## src/rtl/cobertura_pkg.sv

```systemverilog
// Shared definitions for the retractable-roof controller: state codes,
// the estado width and a small elaboration-time helper.
package cobertura_pkg;

  localparam int ESTADO_W = 3;

  typedef enum logic [ESTADO_W-1:0] {
    PARADA   = 3'd0,
    ABRINDO  = 3'd1,
    FECHANDO = 3'd2,
    PAUSA    = 3'd3,
    FALHA    = 3'd4
  } estado_e;

  function automatic int max_int(input int a, input int b);
    return (a > b) ? a : b;
  endfunction

endpackage

```

## src/rtl/filtro_sensor.sv

```systemverilog
// Debounce filter for one raw sensor bit: the output follows the input only
// after DEB_CYC consecutive samples that disagree with the current output.
module filtro_sensor #(
  parameter int DEB_CYC = 4
) (
  input  logic clk,
  input  logic rst_n,
  input  logic din,
  output logic dout
);

  localparam int CNT_W = (DEB_CYC > 2) ? $clog2(DEB_CYC) : 1;
  localparam logic [CNT_W-1:0] CNT_LAST = CNT_W'(DEB_CYC - 1);

  logic             dout_q, dout_d;
  logic [CNT_W-1:0] cnt_q, cnt_d;

  // NOTE: every signal assigned here gets a default first, so no path can
  // leave it unassigned and infer a latch.
  always_comb begin
    dout_d = dout_q;
    cnt_d  = '0;
    if (din != dout_q) begin
      if (cnt_q == CNT_LAST) begin
        dout_d = din;
      end else begin
        cnt_d = cnt_q + 1'b1;
      end
    end
  end

  // NOTE: state registers use non-blocking assignments so every flop samples
  // the pre-edge value of its inputs, independent of process ordering.
  always_ff @(posedge clk) begin
    if (!rst_n) begin
      dout_q <= 1'b0;
      cnt_q  <= '0;
    end else begin
      dout_q <= dout_d;
      cnt_q  <= cnt_d;
    end
  end

  assign dout = dout_q;

endmodule

```

## src/rtl/cobertura_ctrl.sv

```systemverilog
// Roof sequencing controller: debounced light/rain sensors drive a Moore FSM
// that commands the motor with reversal dead-time, motion timeout and fault latch.
module cobertura_ctrl
  import cobertura_pkg::*;
#(
  parameter int DEB_CYC = 4,
  parameter int TIMEOUT = 1000,
  parameter int DEAD    = 8
) (
  input  logic                clk,
  input  logic                rst_n,
  input  logic                L,
  input  logic                U,
  input  logic                Fd,
  input  logic                Fe,
  input  logic                clr_falha,
  output logic                A,
  output logic                F,
  output logic [ESTADO_W-1:0] estado,
  output logic                falha
);

  localparam int TMAX    = max_int(TIMEOUT, DEAD);
  localparam int TIMER_W = (TMAX > 1) ? $clog2(TMAX) : 1;
  localparam logic [TIMER_W-1:0] T_TIMEOUT = TIMER_W'(TIMEOUT - 1);
  localparam logic [TIMER_W-1:0] T_DEAD    = TIMER_W'(DEAD - 1);

  logic l_f, u_f;
  logic want_close, want_open;

  estado_e            state_q, state_d;
  logic [TIMER_W-1:0] timer_q, timer_d;

  filtro_sensor #(.DEB_CYC(DEB_CYC)) u_filtro_l (
    .clk  (clk),
    .rst_n(rst_n),
    .din  (L),
    .dout (l_f)
  );

  filtro_sensor #(.DEB_CYC(DEB_CYC)) u_filtro_u (
    .clk  (clk),
    .rst_n(rst_n),
    .din  (U),
    .dout (u_f)
  );

  assign want_close = l_f | u_f;
  assign want_open  = ~l_f & ~u_f;

  always_ff @(posedge clk) begin
    if (!rst_n) begin
      state_q <= PARADA;
      timer_q <= '0;
    end else begin
      state_q <= state_d;
      timer_q <= timer_d;
    end
  end

  // Both limit switches closed is physically impossible: treat it as a
  // sensor fault ahead of every other condition.
  always_comb begin
    state_d = state_q;
    if ((state_q != FALHA) && Fd && Fe) begin
      state_d = FALHA;
    end else begin
      unique case (state_q)
        PARADA: begin
          if (want_close && !Fe)     state_d = FECHANDO;
          else if (want_open && !Fd) state_d = ABRINDO;
        end
        ABRINDO: begin
          if (Fd)                          state_d = PARADA;
          else if (want_close)             state_d = PAUSA;
          else if (timer_q == T_TIMEOUT)   state_d = FALHA;
        end
        FECHANDO: begin
          if (Fe)                          state_d = PARADA;
          else if (want_open)              state_d = PAUSA;
          else if (timer_q == T_TIMEOUT)   state_d = FALHA;
        end
        PAUSA: begin
          if (timer_q == T_DEAD) state_d = PARADA;
        end
        FALHA: begin
          if (clr_falha) state_d = PARADA;
        end
        default: state_d = PARADA;
      endcase
    end
  end

  // Shared timer: restarts on every transition and saturates instead of wrapping.
  always_comb begin
    timer_d = timer_q;
    if (state_d != state_q) begin
      timer_d = '0;
    end else if ((state_q == ABRINDO || state_q == FECHANDO || state_q == PAUSA)
                 && (timer_q != '1)) begin
      timer_d = timer_q + 1'b1;
    end
  end

  always_comb begin
    A      = (state_q == ABRINDO);
    F      = (state_q == FECHANDO);
    falha  = (state_q == FALHA);
    estado = state_q;
  end

endmodule
```

## config.mk

```make
export PLATFORM = sky130hd
export DESIGN_NAME = cobertura_ctrl
export DESIGN_NICKNAME = d
export VERILOG_FILES = /design/src/rtl/cobertura_pkg.sv /design/src/rtl/filtro_sensor.sv /design/src/rtl/cobertura_ctrl.sv
export SDC_FILE = /design/constraint.sdc
export NUM_CORES = 1
export LEC_CHECK = 0
export CAP_MARGIN = 30
export CORE_MARGIN = 5
export CORE_UTILIZATION = 35
export DETAILED_ROUTE_END_ITERATION = 16
export PLACE_DENSITY = 0.58
export SLEW_MARGIN = 30
export SYNTH_ARGS = -nofsm -noshare
export SYNTH_HDL_FRONTEND = slang
export SYNTH_SLANG_ARGS = --single-unit
```

## constraint.sdc

```tcl
create_clock -name clk -period 1.8 [get_ports clk]
set_input_delay 0.18 -clock clk [delete_from_list [all_inputs] [get_ports clk]]
set_output_delay 0.18 -clock clk [all_outputs]
set_load 0.03 [all_outputs]
```

==> results of run 1 <==
-- final cells by class --
type	count	area, sq um	share of cell area (%)
Sequential cell	19	389	23.8
Clock buffer	4	26.3	1.61
Multi-Input combinational cell	100	841	51.5
Timing Repair Buffer	37	320	19.6
Tap cell	44	55.1	3.37
-- worst paths after layout --
check | depth (start not counted) | endpoint | from | slack, ns
max reg2reg | 6 | timer_q[5] | timer_q[5] | 0.05
min | 1 | u_filtro_l.cnt_q[0] | u_filtro_l.cnt_q[0] | 0.44
max | 6 | timer_q[5] | timer_q[5] | 0.05
min reg2reg | 1 | u_filtro_l.cnt_q[0] | u_filtro_l.cnt_q[0] | 0.44
-- registers in the layout, summed over array words and instances, names as in the netlist --
name              flops
u_filtro_l.dout       1
estado                3
u_filtro_l.cnt_q      2
u_filtro_u.dout       1
u_filtro_u.cnt_q      2
timer_q              10
-- what timing repair did --
item / 4_1_cts / 5_1_grt
cloned: 0 / 1
endpoints found under the setup margin: 13 / 12
setup buffers: 1 / 0
gates resized for setup: 7 / 16
hold endpoints to repair: 0 / 0
pin swaps: 2 / 2
-- routing by layer --
metal  global-route usage [%]  vias up  part of all wire, %
li1                         -      540                    -
met3                     2.16        6                  4.0
met2                     22.6       24                   50
met5                        0        -                    0
met4                     4.56        0                  1.7
met1                     16.6      518                   45
-- through the flow --
step                      instance area, sq um  TNS [ns]  power [uW]  hold WS, ns
final                                     1630         0         820        0.442
after global routing                      1630    -0.230         863        0.463
after CTS                                 1540         0         819        0.441
after detailed placement                  1470     -2.85         590        0.424
after global placement                    1470     -2.66         586        0.414
after floorplan                           1160         0         531        0.298
-- cells in the final DEF, fill, tap and decap left out, types with 2 or more instances in the layout --
cell             count
a211o_1              2
nand3_1              6
buf_4               24
nor4_1               6
clkbuf_4             3
dfxtp_2              4
mux2i_1              4
o21ai_0              3
nor2b_1              4
xor2_1               6
xnor2_1              3
or2_2                2
and3_1               2
nor4bb_1             2
and2_1               2
a21oi_1              3
nor4_2               5
nor2_1               5
nand2_1             11
nand2b_1             2
dfxtp_1             14
clkdlybuf4s50_1      8
ha_1                 2
dlygate4sd2_1        2
nor3_1               4
nor4b_1              2
-- critical path, stage by stage (launching register included) --
cell and delay, ns:
dfxtp_2 0.35, or4_4 0.54, nor3_4 0.16, o21ai_2 0.10
a211oi_4 0.26, buf_12 0.17, nor4_1 0.05
-- power by group --
part	switching [uW]	total, uW	leakage, uW	internal [uW]
sequential	13.0	442	0.000157	429
combinational	74.1	153	0.000405	78.8
clock	139	225	0.0000150	86.4
total	226	820	0.000576	594
-- cell families (layout without fill, tap and decap cells) --
group           after synthesis  after routing  share of synthesized area [%]
simple gates                 64             64                           35.8
flops                        19             19                           33.2
compound gates               17             18                           11.5
xor+xnor                      9              9                           6.87
mux                           6              6                           5.78
buf+inv                       5             41                           3.71
fa+ha+maj                     3              3                           3.27
==> flow_summary.toml, run 1 <==
[clock_network]
cts_hold_buf = 0
clk_latency_ns = 0.30
numCtsBuffers = 3
cts-root-buf = "clkbuf_4"
cts_tree = "done"
clock_sinks = 19
cts_max_path_buffers = 2
clkSlewWorstSetupHoldPaths_ns = 0.11
htreeDepth = 1

[setup_path]
critPathKind = "reg2reg"
end_kind = "flop"
required_ns = 1.99
crit_path_start_kind = "flop"
crit_arrival_ns = 1.94
crit_fanout = 10

[route]
drt_iter0_markers = 84
drt-total-wl_microns = 2860
drc_errors = 0
wl_per_cell_microns = 14.0
firstDrtPassIters = 4
avgViaCountPerCell = 5.33
vias = 1088
postRouteAntennaNets = 0

[final_layout]
final_cells = 204
syn_to_final_growth_pct = 42.2
diodes = 0
final_nets = 171
fill_cells = 309
drive_gt1_share_pct = 35.0
final_util_pct = 52.6

[floorplan]
num_rows = 20
dieArea_sq_um = 4520
die_w_microns = 67.3
num_io_pins = 13
start_util_pct = 37.0
die_h_microns = 67.3
core_area_sq_um = 3100

[pwr]
power_density_nw_per_um2 = 503
irDropWorstVdd_mv = 0.226
leakagePower_uw = 0.000576

[yosys]
synth_edf_count = 0
synth.avg_cell_area_sq_um = 9.33
synth_nets = 133
synth_area_sq_um = 1150
synth_cell_types = 45
synth_seq_cells = 19
synth_common_cells = "dfxtp_1, nand2_1, nor4_1, nand3_1, xor2_1"
yosysSeqAreaShare_pct = 33.2
synth.most_common_cell = "dfxtp_1"
syn_inst = 123
synth_top_cell_by_area = "dfxtp_1"
synth_top_area_share_pct = 33.2
synth.yosys.warnings = 0
synthArstFlopShare_pct = 0
ys.flop_type = "dfxtp_1"
synth.area.top_cells = "dfxtp_1, nor4_1, xor2_1"

[sta]
tightestPinTransition_ns = 0.413
finalSetupViolations = 0
rsz0062_at_grt = "true"
fin_crit_sh_pct = 97.0
worst_slack_ns = 0.0549
slew_violations = 0
fmax_mhz = 573
fin_skew_ns = 0.00152
hold_viol = 0
slew_headroom_pct = 72.4
min_period_ns = 1.75

[global_routing]
grt_usage_pct = 13.2
grt_max_degree = 13
grt_pass1_wl_microns = 4660
grt-ovfl-total = 0
antenna_found_initial = 0
grt_pass1_vias = 1058

[flow_run]
cap_violations = 0

[placed_design]
io_buffers = 12
dp_cells = 198
place_congestion = 0.827
pre_cts_ws_ns = -0.305
dpl.hpwl_microns = 2060

[min_path]
hold_path_class = "reg2reg"

[run_status]
status = "finished, final reports clean"
Power figures use the tool's default switching activity.
==> inputs of run 2 (changes only) <==
--- a/config.mk
+++ b/config.mk
@@ -7,9 +7,9 @@
 export LEC_CHECK = 0
 export CAP_MARGIN = 30
 export CORE_MARGIN = 5
-export CORE_UTILIZATION = 35
+export CORE_UTILIZATION = 49
 export DETAILED_ROUTE_END_ITERATION = 16
-export PLACE_DENSITY = 0.58
+export PLACE_DENSITY = 0.76
 export SLEW_MARGIN = 30
 export SYNTH_ARGS = -nofsm -noshare
 export SYNTH_HDL_FRONTEND = slang
==> run 2 against run 1 <==
Against the previous run: cell count decreased by 11%; non-clock buffer count decreased by 7; critical path type is now reg2out; sequential share of layout area increased by 1.4 points; clock-buffer cell count unchanged; final area decreased by 4.8%; flip-flop and latch count unchanged.
==> flow_summary.toml, run 2 (synthesized netlist as in run 1, its figures left out) <==
[final_layout]
drive_gt1_share_pct = 33.3
fill_cells = 166
final_cell_mix = "buf_4, dfxtp_1, nand2_1, clkdlybuf4s50_1, nor4_1"
diodes = 0
largest_reg_flops = 10
largest_register = "timer_q"
regArea_sq_um = 392
final_nets = 164
final_common_cell = "buf_4"
syn_to_final_growth_pct = 35.4
multi_input_area_sq_um = 837

[sta]
slew_violations = 0
hold_viol = 0
setup_tns_ns = 0
min_period_ns = 1.75
fin_skew_ns = 0.00474
finalSetupViolations = 0
rsz0062_at_grt = "true"
fmax_mhz = 572
fin_crit_sh_pct = 97.1
tightestPinTransition_ns = 0.450
slew_headroom_pct = 69.9

[route]
vias = 1115
firstDrtPassIters = 4
drt_iter0_markers = 38
drc_errors = 0
avgViaCountPerCell = 6.16
wl_per_cell_microns = 17.5
postRouteAntennaNets = 0
drt-total-wl_microns = 3170

[floorplan]
start_util_pct = 51.4
die_w_microns = 58.4
num_rows = 17
num_io_pins = 13
dieArea_sq_um = 3410
die_h_microns = 58.4
core_area_sq_um = 2230

[setup_path]
reg2reg_depth = 4
regToRegEndpoint = "timer_q[1]"
ff2ff_setup_slack_ns = 0.06
crit_arrival_ns = 1.57
end_kind = "output port"
required_ns = 1.62
critPathKind = "reg2out"
reg2reg_from = "estado[1]"
crit_path_start_kind = "flop"
crit_fanout = 8

[global_routing]
antenna_found_initial = 0
grt_pass1_wl_microns = 4690
grt_pass1_vias = 1105
grt-ovfl-total = 0
grt_max_degree = 13
grt_usage_pct = 17.7

[placed_design]
io_buffers = 12
place_congestion = 0.792
dpl.hpwl_microns = 2020

[clock_network]
cts_max_path_buffers = 2
clkSlewWorstSetupHoldPaths_ns = 0.11
cts_hold_buf = 0
cts-root-buf = "clkbuf_4"
clk_latency_ns = 0.30
htreeDepth = 1
numCtsBuffers = 3
clock_sinks = 19
cts_tree = "done"

[pwr]
leakagePower_uw = 0.000528
power_density_nw_per_um2 = 522
irDropWorstVdd_mv = 0.391
p_total_uw = 812

[min_path]
hold_end = "u_filtro_u.cnt_q[0]"
whs_path_depth = 1
hold_start = "u_filtro_u.cnt_q[0]"
hold_path_class = "reg2reg"

[run_status]
status = "finished, final reports clean"

[flow_run]
cap_violations = 0
[run 2: worst max path at each step]
stage / from / endpoint / slack, ns / cells after the start
6_report: estado[0] / estado[0] / 0.05 / 2
5_1_grt: estado[2] / timer_q[0] / -0.02 / 4
4_1_cts: estado[1] / timer_q[3] / 0.02 / 4
3_5_place_dp: Fd / timer_q[3] / -0.30 / 6
3_3_place_gp: Fd / timer_q[0] / -0.24 / 6
2_1_floorplan: estado[0] / timer_q[0] / 0.03 / 7
[run 2: critical path: stages (launching register included)]
cell and delay [ns]:
dfxtp_2 0.45, buf_4 0.16, clkdlybuf4s50_1 0.66
[run 2: metal layers]
layer  GRT usage [%]  wire, microns  vias up
met5               0              0        -
met4            8.61             76        0
met3            3.95            196        9
met2            31.9           1680       40
met1            19.2           1220      534
li1                -              -      532
[run 2: through the flow]
stage | hold WS (ns) | utilization (%) | instance area (sq um) | setup WS (ns) | std cells
after floorplan | 0.298 | - | 1160 | 0.0264 | 123
after global placement | 0.414 | 62.5 | 1400 | -0.244 | 175
after detailed placement | 0.425 | 62.5 | 1400 | -0.302 | 175
after CTS | 0.440 | 65.4 | 1460 | 0.0201 | 180
after global routing | 0.463 | 69.6 | 1550 | -0.0243 | 181
final | 0.436 | 69.6 | 1550 | 0.0526 | 181
[run 2: final cells by class]
| class | count | share of cell area, % |
|---|---|---|
| multi-input cells | 100 | 53.9 |
| flip-flops and latches | 19 | 25.2 |
| repair buffers | 30 | 17.0 |
| well taps | 28 | 2.25 |
| clock buffers | 4 | 1.69 |
[run 2: power by group]
part / total (uW) / internal (uW) / switching [uW] / leakage (uW)
Combinational: 148 / 74.4 / 73.5 / 0.000355
Sequential: 442 / 428 / 14.1 / 0.000158
Clock: 221 / 86.5 / 135 / 0.0000150
[run 2: timing repair]
| action | in CTS | in global routing |
|---|---|---|
| resized for setup | 7 | 16 |
| pin swaps | 1 | 3 |
| buffers inserted | 1 | 0 |
| gates cloned | 0 | 1 |
| endpoints found under the setup margin | 13 | 12 |
==> inputs of run 3 (changes only) <==
--- a/config.mk
+++ b/config.mk
@@ -5,6 +5,7 @@
 export SDC_FILE = /design/constraint.sdc
 export NUM_CORES = 1
 export LEC_CHECK = 0
+export ABC_CLOCK_PERIOD_IN_PS = 1800
 export CAP_MARGIN = 30
 export CORE_MARGIN = 5
 export CORE_UTILIZATION = 49
==> results of run 3 <==
Same layout as run 2: the final DEF is identical, and so are final timing and power.
